### src/rtl/oled_pattern_gen_if.sv
// Coordinate/colour bus between the OLED scan engine (master) and the pattern source (slave).
interface oled_pattern_gen_if #(
  parameter int unsigned XW = 7,
  parameter int unsigned YW = 8
);
  logic [XW-1:0] x;
  logic [YW-1:0] y;
  logic [1:0]    mode;
  logic          freeze;
  logic [15:0]   color;
  logic          frame_start;
  logic [7:0]    frame_cnt;

  modport master (
    output x, y, mode, freeze,
    input  color, frame_start, frame_cnt
  );

  modport slave (
    input  x, y, mode, freeze,
    output color, frame_start, frame_cnt
  );
endinterface

### src/rtl/oled_pattern_gen.sv
// RGB565 pattern source for oled_video: static/scrolling checker, colour bars, gradient.
// Optional white panel border when OLED_PATTERN_BORDER_EN is defined (adds H_RES/V_RES).
module oled_pattern_gen #(
  parameter int unsigned XW        = 7,
  parameter int unsigned YW        = 8,
  parameter int unsigned TILE_LOG2 = 3,
  parameter logic [15:0] COLOR_A   = 16'h07E0,
  parameter logic [15:0] COLOR_B   = 16'hF800,
  parameter int unsigned FRAME_DIV = 4
`ifdef OLED_PATTERN_BORDER_EN
  ,
  parameter int unsigned H_RES     = 128,
  parameter int unsigned V_RES     = 160
`endif
) (
  input  logic              clk,
  input  logic              resn,
  oled_pattern_gen_if.slave bus
);

  typedef enum logic [1:0] {
    MODE_STATIC = 2'd0,
    MODE_SCROLL = 2'd1,
    MODE_BARS   = 2'd2,
    MODE_GRAD   = 2'd3
  } mode_t;

  mode_t         mode_q, mode_d;
  logic [YW-1:0] offset, offset_d;
  logic [7:0]    div, div_d;
  logic [7:0]    frame_cnt_q, frame_cnt_d;
  logic          frame_start_q;
  logic [XW-1:0] x_q;
  logic [YW-1:0] y_q;
  logic          fs;

  // x_q/y_q reset to all ones so the first (0,0) after reset is a frame start
  assign fs = (bus.x == '0) && (bus.y == '0) && !((x_q == '0) && (y_q == '0));

  always_ff @(posedge clk or negedge resn) begin
    if (!resn) begin
      mode_q        <= MODE_STATIC;
      offset        <= '0;
      div           <= '0;
      frame_cnt_q   <= '0;
      frame_start_q <= 1'b0;
      x_q           <= '1;
      y_q           <= '1;
    end else begin
      mode_q        <= mode_d;
      offset        <= offset_d;
      div           <= div_d;
      frame_cnt_q   <= frame_cnt_d;
      frame_start_q <= fs;
      x_q           <= bus.x;
      y_q           <= bus.y;
    end
  end

  always_comb begin
    mode_d      = mode_q;
    offset_d    = offset;
    div_d       = div;
    frame_cnt_d = frame_cnt_q;
    if (fs) begin
      mode_d      = mode_t'(bus.mode);
      frame_cnt_d = frame_cnt_q + 8'd1;
      // scroll step uses the mode in force for the frame just ended
      if (mode_q == MODE_SCROLL && !bus.freeze) begin
        if (div == 8'(FRAME_DIV - 1)) begin
          div_d    = '0;
          offset_d = offset + 1'b1;
        end else begin
          div_d = div + 8'd1;
        end
      end
    end
  end

  logic [XW-1:0] xs;
  logic [YW-1:0] ys;
  logic [2:0]    bar;
  logic [15:0]   pat;

  always_comb begin
    xs  = bus.x + offset[XW-1:0];
    ys  = bus.y + offset;
    bar = bus.x[XW-1 -: 3];
    pat = '0;
    case (mode_q)
      MODE_STATIC: pat = (bus.x[TILE_LOG2] ^ bus.y[TILE_LOG2]) ? COLOR_A : COLOR_B;
      MODE_SCROLL: pat = (xs[TILE_LOG2] ^ ys[TILE_LOG2]) ? COLOR_A : COLOR_B;
      MODE_BARS: begin
        case (bar)
          3'd0:    pat = 16'hFFFF;
          3'd1:    pat = 16'hFFE0;
          3'd2:    pat = 16'h07FF;
          3'd3:    pat = 16'h07E0;
          3'd4:    pat = 16'hF81F;
          3'd5:    pat = 16'hF800;
          3'd6:    pat = 16'h001F;
          default: pat = 16'h0000;
        endcase
      end
      MODE_GRAD: pat = {bus.x[XW-1 -: 5], frame_cnt_q[7:2], bus.y[YW-1 -: 5]};
      default:   pat = '0;
    endcase
  end

`ifdef OLED_PATTERN_BORDER_EN
  logic border;
  assign border = (bus.x == '0) || (bus.x == XW'(H_RES - 1)) ||
                  (bus.y == '0) || (bus.y == YW'(V_RES - 1));
  assign bus.color = border ? 16'hFFFF : pat;
`else
  assign bus.color = pat;
`endif

  assign bus.frame_start = frame_start_q;
  assign bus.frame_cnt   = frame_cnt_q;

endmodule

### src/flat_wrapper.sv
// flat-port wrapper written by rule: the top's interface ports become plain ports
module oled_pattern_gen_flat 
#(
  parameter int unsigned XW        = 7,
  parameter int unsigned YW        = 8,
  parameter int unsigned TILE_LOG2 = 3,
  parameter logic [15:0] COLOR_A   = 16'h07E0,
  parameter logic [15:0] COLOR_B   = 16'hF800,
  parameter int unsigned FRAME_DIV = 4

)
  (clk, resn, bus_x, bus_y, bus_mode, bus_freeze, bus_color, bus_frame_start, bus_frame_cnt);
  oled_pattern_gen_if #(.XW(XW), .YW(YW)) bus_i ();
  input  logic clk;
  input  logic resn;
  input wire logic [$bits(bus_i.x)-1:0] bus_x;
  input wire logic [$bits(bus_i.y)-1:0] bus_y;
  input wire logic [$bits(bus_i.mode)-1:0] bus_mode;
  input wire logic [$bits(bus_i.freeze)-1:0] bus_freeze;
  output wire logic [$bits(bus_i.color)-1:0] bus_color;
  output wire logic [$bits(bus_i.frame_start)-1:0] bus_frame_start;
  output wire logic [$bits(bus_i.frame_cnt)-1:0] bus_frame_cnt;
  assign bus_i.x = bus_x;
  assign bus_i.y = bus_y;
  assign bus_i.mode = bus_mode;
  assign bus_i.freeze = bus_freeze;
  assign bus_color = bus_i.color;
  assign bus_frame_start = bus_i.frame_start;
  assign bus_frame_cnt = bus_i.frame_cnt;
  oled_pattern_gen #(.XW(XW), .YW(YW), .TILE_LOG2(TILE_LOG2), .COLOR_A(COLOR_A), .COLOR_B(COLOR_B), .FRAME_DIV(FRAME_DIV)) u_core (.clk(clk), .resn(resn), .bus(bus_i));
endmodule
### config.mk
export PLATFORM = sky130hd
export DESIGN_NAME = oled_pattern_gen_flat
export DESIGN_NICKNAME = d
export VERILOG_FILES = /design/src/rtl/oled_pattern_gen_if.sv /design/src/rtl/oled_pattern_gen.sv /design/src/flat_wrapper.sv
export SDC_FILE = /design/constraint.sdc
export NUM_CORES = 1
export LEC_CHECK = 0
export ABC_AREA = 1
export CORE_ASPECT_RATIO = 0.75
export CORE_MARGIN = 1
export CORE_UTILIZATION = 46
export DETAILED_ROUTE_END_ITERATION = 6
export GPL_ROUTABILITY_DRIVEN = 0
export GPL_TIMING_DRIVEN = 0
export PLACE_DENSITY = 0.83
export REMOVE_ABC_BUFFERS = 1
export SYNTH_ARGS = -nofsm -noshare
export SYNTH_HDL_FRONTEND = slang
export SYNTH_SLANG_ARGS = --single-unit
### constraint.sdc
create_clock -name clk -period 1.35 [get_ports clk]
set_input_delay 0.135 -clock clk [delete_from_list [all_inputs] [get_ports clk]]
set_output_delay 0.135 -clock clk [all_outputs]
set_load 0.01 [all_outputs]
* Word-level counts from Yosys, hierarchy flattened
Cells that the tools add are included.
Operators by class: $add $sub $neg 5, eq/ne operators 10, mux-type cells 5, bitwise operators 2, reductions and logical operators 14
Operators with widths (count):
- one-hot mux 16 bit (7 select lines) | 1
- one-hot mux 16 bit (4 select lines) | 1
- two-way mux 16 bit | 2
- adder 8 x 1 -> 8 bit, second input constant | 3
- logical NOT 8 bit | 2
- logical NOT 7 bit | 2
- == test 3 bit, second input constant | 3
- adder 4 bit | 2
- == test 8 x 2 -> 1 bit, second input constant | 1
- two-way mux 8 bit | 1
- == test 3 x 2 -> 1 bit, second input constant | 2
- == test 2 bit, second input constant | 2
- logical AND 1 bit | 4
- == test 3 x 1 -> 1 bit, second input constant | 1
- logical NOT 3 bit | 1
- AND reduction 3 bit | 1
- == test 2 x 1 -> 1 bit, second input constant | 1
- logical NOT 1 bit | 2
- logical NOT 2 bit | 1
- AND reduction 2 bit | 1
- XOR 1 bit | 2
Word-level totals: register bits 42, input bits 20, output and inout bits 25, logic and storage cells 43

* Depth between registers and ports, before layout
word-level depth 5, mapped depth 11, gate-level depth less buffers 11

* Worst setup path after synthesis
No wires, ideal clock.
kind register to output, start point register u_core.offset[2], end point output bus_color[10], arrival 1.371 ns, data required time 1.215 ns, setup slack -0.156 ns, cell stages (with the launch flop) 10, path buffers 0, cells stage by stage dfrtp_1 ha_1 a21oi_1 nand2_1 nand2_1 nand2_1 nand2_1 nand2_1 nand2_1 nand3_1
On the way: longest elaborated chain between the ends 4, elaborated cells on any way between the ends 5, classes of those cells add/sub: 2; mux: 2; bitwise: 1
Ends and longest elaborated chain:
- start: declaration | line oled_pattern_gen.sv:29 | logic [YW-1:0] offset, offset_d;
- start signal: assignment | line oled_pattern_gen.sv:51 | offset <= offset_d;
- adder 4 bit (on tied branches) | line oled_pattern_gen.sv:86, oled_pattern_gen.sv:87
- XOR 1 bit * | line oled_pattern_gen.sv:92 | MODE_SCROLL: pat = (xs[TILE_LOG2] ^ ys[TILE_LOG2]) ? COLOR_A : COLOR_B;
- two-way mux 16 bit * | line oled_pattern_gen.sv:92
- one-hot mux 16 bit (4 select lines) * | line oled_pattern_gen.sv:90 | case (mode_q)
- end: declaration | line flat_wrapper.sv:20 | output wire logic [$bits(bus_i.color)-1:0] bus_color;
Mark *: on every way between the ends. The rest lies on a longest branch, timed or not.

* Worst setup path in the final report
start point register u_core.offset[1], end point output bus_color[10]
The elaborated chain is that of the path after synthesis.

==> impl_metrics.json <==
{
  "pwr-share-clk_pct": 36.1,
  "period_needed_ns": 2.04,
  "clock_skew_ns": 0.00773,
  "cp_max_fo": 6,
  "violations": "setup timing",
  "rsz0062_at_grt": "true",
  "finish.utilization_pct": 74.2,
  "p_leak_nw": 1.45,
  "ios": 45,
  "internal-power_w": 0.00167,
  "power.density_nw_per_um2": 703,
  "nets": 355,
  "wl_per_cell_um": 16.0,
  "drive_gt1_share_pct": 41.0,
  "final_area_um2": 3140,
  "synth_top_area_cell": "dfrtp_1",
  "root_buffer": "clkbuf_8",
  "fp.dieH_um": 60.6,
  "outcome": "complete, but fails checks",
  "vias": 2032,
  "hold_violations": 0,
  "path_cells": "ha_1, nand2_1, inv_2, nand2_2, nand2_2, nand2_2, nand3_2, nand2_4, nand2_4, nand3_1, buf_2",
  "cts_buffers": 5,
  "ys.warnings.count": 0,
  "min_from": "bus_x[2]",
  "diodes": 0,
  "synthArstFlopShare_pct": 100,
  "finalCritPeriodShare_pct": 151,
  "clkSlewWorstSetupHoldPaths_ns": 0.07,
  "antenna_left": 0,
  "start_kind": "register",
  "dp.cells": 354,
  "synthTopCellsByCount": "64 x nand2_1, 34 x inv_1, 23 x nand3_1",
  "first_pass_iters": 4,
  "grt_pass1_vias": 1783,
  "setup_viol": 37,
  "synth.area.top_cells": "dfrtp_1 26%, dfstp_2 19%, nand2_1 11%, inv_1 6.1%, nand3_1 5.5%",
  "wl_mm": 6.15,
  "insertion_delay_ns": 0.29,
  "avgViaCountPerCell": 5.29,
  "netSwitchingPower_w": 0.000531,
  "htreeDepth": 2,
  "cp.arrival_ns": 1.91,
  "critPathSlowestCell": "dfrtp_1",
  "gr-usage-all-layers_pct": 22.4,
  "antenna_found_initial": 0,
  "finalMaxSlewViolations": 0,
  "clock_sinks": 37,
  "timing.rr.start": "u_core.mode_q[0]",
  "tritoncts": "built",
  "synth_top_area_share_pct": 26.1,
  "worstMarginPinSlew_ns": 0.810,
  "synthFlopType": "dfrtp_1",
  "core_um2": 4230,
  "netlist_area_um2": 2110,
  "ys_types": 29,
  "grt_first_pass_wirelength_mm": 8.07,
  "drc": 0,
  "max_stage_delay_ns": 0.42,
  "slew_headroom_pct": 46.0,
  "worst-setup-path-type": "reg -> out",
  "worst_slack_ns": -0.695,
  "grt_overflow": 0,
  "dp_hpwl_mm": 3.31,
  "die-area_um2": 4860,
  "seq_area_frac_synth_pct": 44.8,
  "rrSetupSlack_ns": -0.19,
  "fin_tns_setup_ns": -9.58,
  "grt_max_degree": 38,
  "ir_drop_v": 0.000496,
  "crit_required_ns": 1.22,
  "dpl_cell_area_um2": 2570,
  "sequentialPowerShare_pct": 52.5,
  "r2r-end": "u_core.offset[0]",
  "switching_share_pct": 24.1,
  "reg2reg_depth": 9,
  "hold_path_class": "in -> reg",
  "yosys_register_bits": 37,
  "initial_core_util_pct": 49.9,
  "fmax_mhz": 489,
  "end_kind": "output port",
  "port_buffers": 44,
  "clockBufferDepth": 2,
  "synth_cells": 260,
  "hold_depth": 1,
  "synth_enable_flop_cells": 0,
  "hold_end": "u_core.x_q[2]",
  "area_growth_pct": 48.8,
  "final_cell_count_no_fill": 384,
  "drt_iter0_markers": 93,
  "p_total_w": 0.00221,
  "cp_common_cell": "nand2_2",
  "cap_violations": 0,
  "die-width_um": 80.2,
  "synth_area_per_cell_um2": 8.11,
  "placementRows": 20,
  "share_comb_of_total_power_pct": 11.4,
  "synth.most_common_cell": "nand2_1"
}
==> cell families after synthesis <==
group / share of synthesized area, %
compound gates: 8.72
flops: 44.8
buf+inv: 8.66
xor+xnor: 4.99
fa+ha+maj: 4.15
simple gates: 28.7
==> metal layers <==
metal,part of all wire [%],vias up,GRT usage (%)
met5,0,-,0
met4,1.4,0,8.93
met3,5.4,13,4.96
met2,49,68,36.6
met1,44,979,29.6
li1,-,972,-
==> sequential cells by signal (all words and copies together) (netlist names) <==
| register | cells |
|---|---|
| u_core.div | 8 |
| u_core.mode_q | 2 |
| u_core.x_q | 7 |
| u_core.bus.frame_start | 1 |
| u_core.offset | 3 |
| u_core.y_q | 8 |
| u_core.bus.frame_cnt | 8 |
==> area by class of cell <==
cell class / instances / area [µm²]
multi-input cells: 183 / 1310
fillers: 287 / 1090
flip-flops and latches: 37 / 951
repair buffers: 61 / 519
inverters: 37 / 156
clock buffers: 8 / 90.1
well taps: 55 / 68.8
repair inverters: 3 / 38.8
==> per-stage QoR <==
step / worst slack [ns] / hold slack [ns]
global placement: -1.03 / 0.494
detailed placement: -1.05 / 0.274
global route: -0.746 / 0.0636
finish: -0.695 / 0.0676
CTS: -0.626 / 0.275
floorplan: -0.156 / -0.161
==> worst max-delay path: cells and delay by family (launching register included) <==
kind / cells / cell delay (ns)
buf+inv: 2 / 0.18
simple gates: 8 / 0.72
flops: 1 / 0.42
fa+ha+maj: 1 / 0.29
==> what timing repair did <==
action,in CTS,in global routing
hold buffers,1,0
pin swaps,7,16
endpoints found under the setup margin,42,39
cloned,2,3
endpoints found under the hold margin,22,0
setup buffers,11,5
resized for setup,72,94
==> cells in the final DEF (no fill, tap or decap), types with 4 or more instances in the layout <==
| master | count |
|---|---|
| buf_2 | 14 |
| buf_4 | 12 |
| buf_6 | 5 |
| clkbuf_8 | 6 |
| clkdlybuf4s50_1 | 19 |
| dfrtp_1 | 17 |
| dfrtp_2 | 5 |
| dfstp_2 | 15 |
| dlygate4sd2_1 | 6 |
| ha_1 | 5 |
| inv_1 | 32 |
| nand2_1 | 38 |
| nand2_2 | 18 |
| nand2_4 | 8 |
| nand2_8 | 4 |
| nand3_1 | 16 |
| nand3_2 | 4 |
| nand3_4 | 5 |
| nand3b_1 | 5 |
| nor2_1 | 17 |
| nor2_2 | 4 |
| nor2_4 | 4 |
| nor3_1 | 5 |
| o21ai_0 | 10 |
| o21ai_1 | 5 |
| o21ai_2 | 14 |
| xor2_1 | 8 |
==> how the worst max path moves through the flow <==
| stage | end | cells past startpoint | slack (ns) | from |
|---|---|---|---|---|
| 6_report | bus_color[10] | 11 | -0.69 | u_core.offset[1] |
| 3_5_place_dp | bus_color[14] | 10 | -1.05 | bus_x[2] |
| 2_1_floorplan | bus_color[10] | 9 | -0.16 | u_core.offset[2] |
| 4_1_cts | bus_color[5] | 12 | -0.63 | u_core.offset[1] |
| 5_1_grt | bus_color[6] | 11 | -0.75 | u_core.offset[1] |
| 3_3_place_gp | bus_color[11] | 10 | -1.03 | bus_x[2] |
==> power groups by stage <==
stage / clock network [W] / registers [W] / logic, W
floorplan: 0 / 0.00117 / 0.0000723
global placement: 0 / 0.00117 / 0.000226
detailed placement: 0 / 0.00118 / 0.000227
CTS: 0.000808 / 0.00116 / 0.000212
global route: 0.000848 / 0.00116 / 0.000272
finish: 0.000797 / 0.00116 / 0.000251
(Power assumes the default switching activity.)
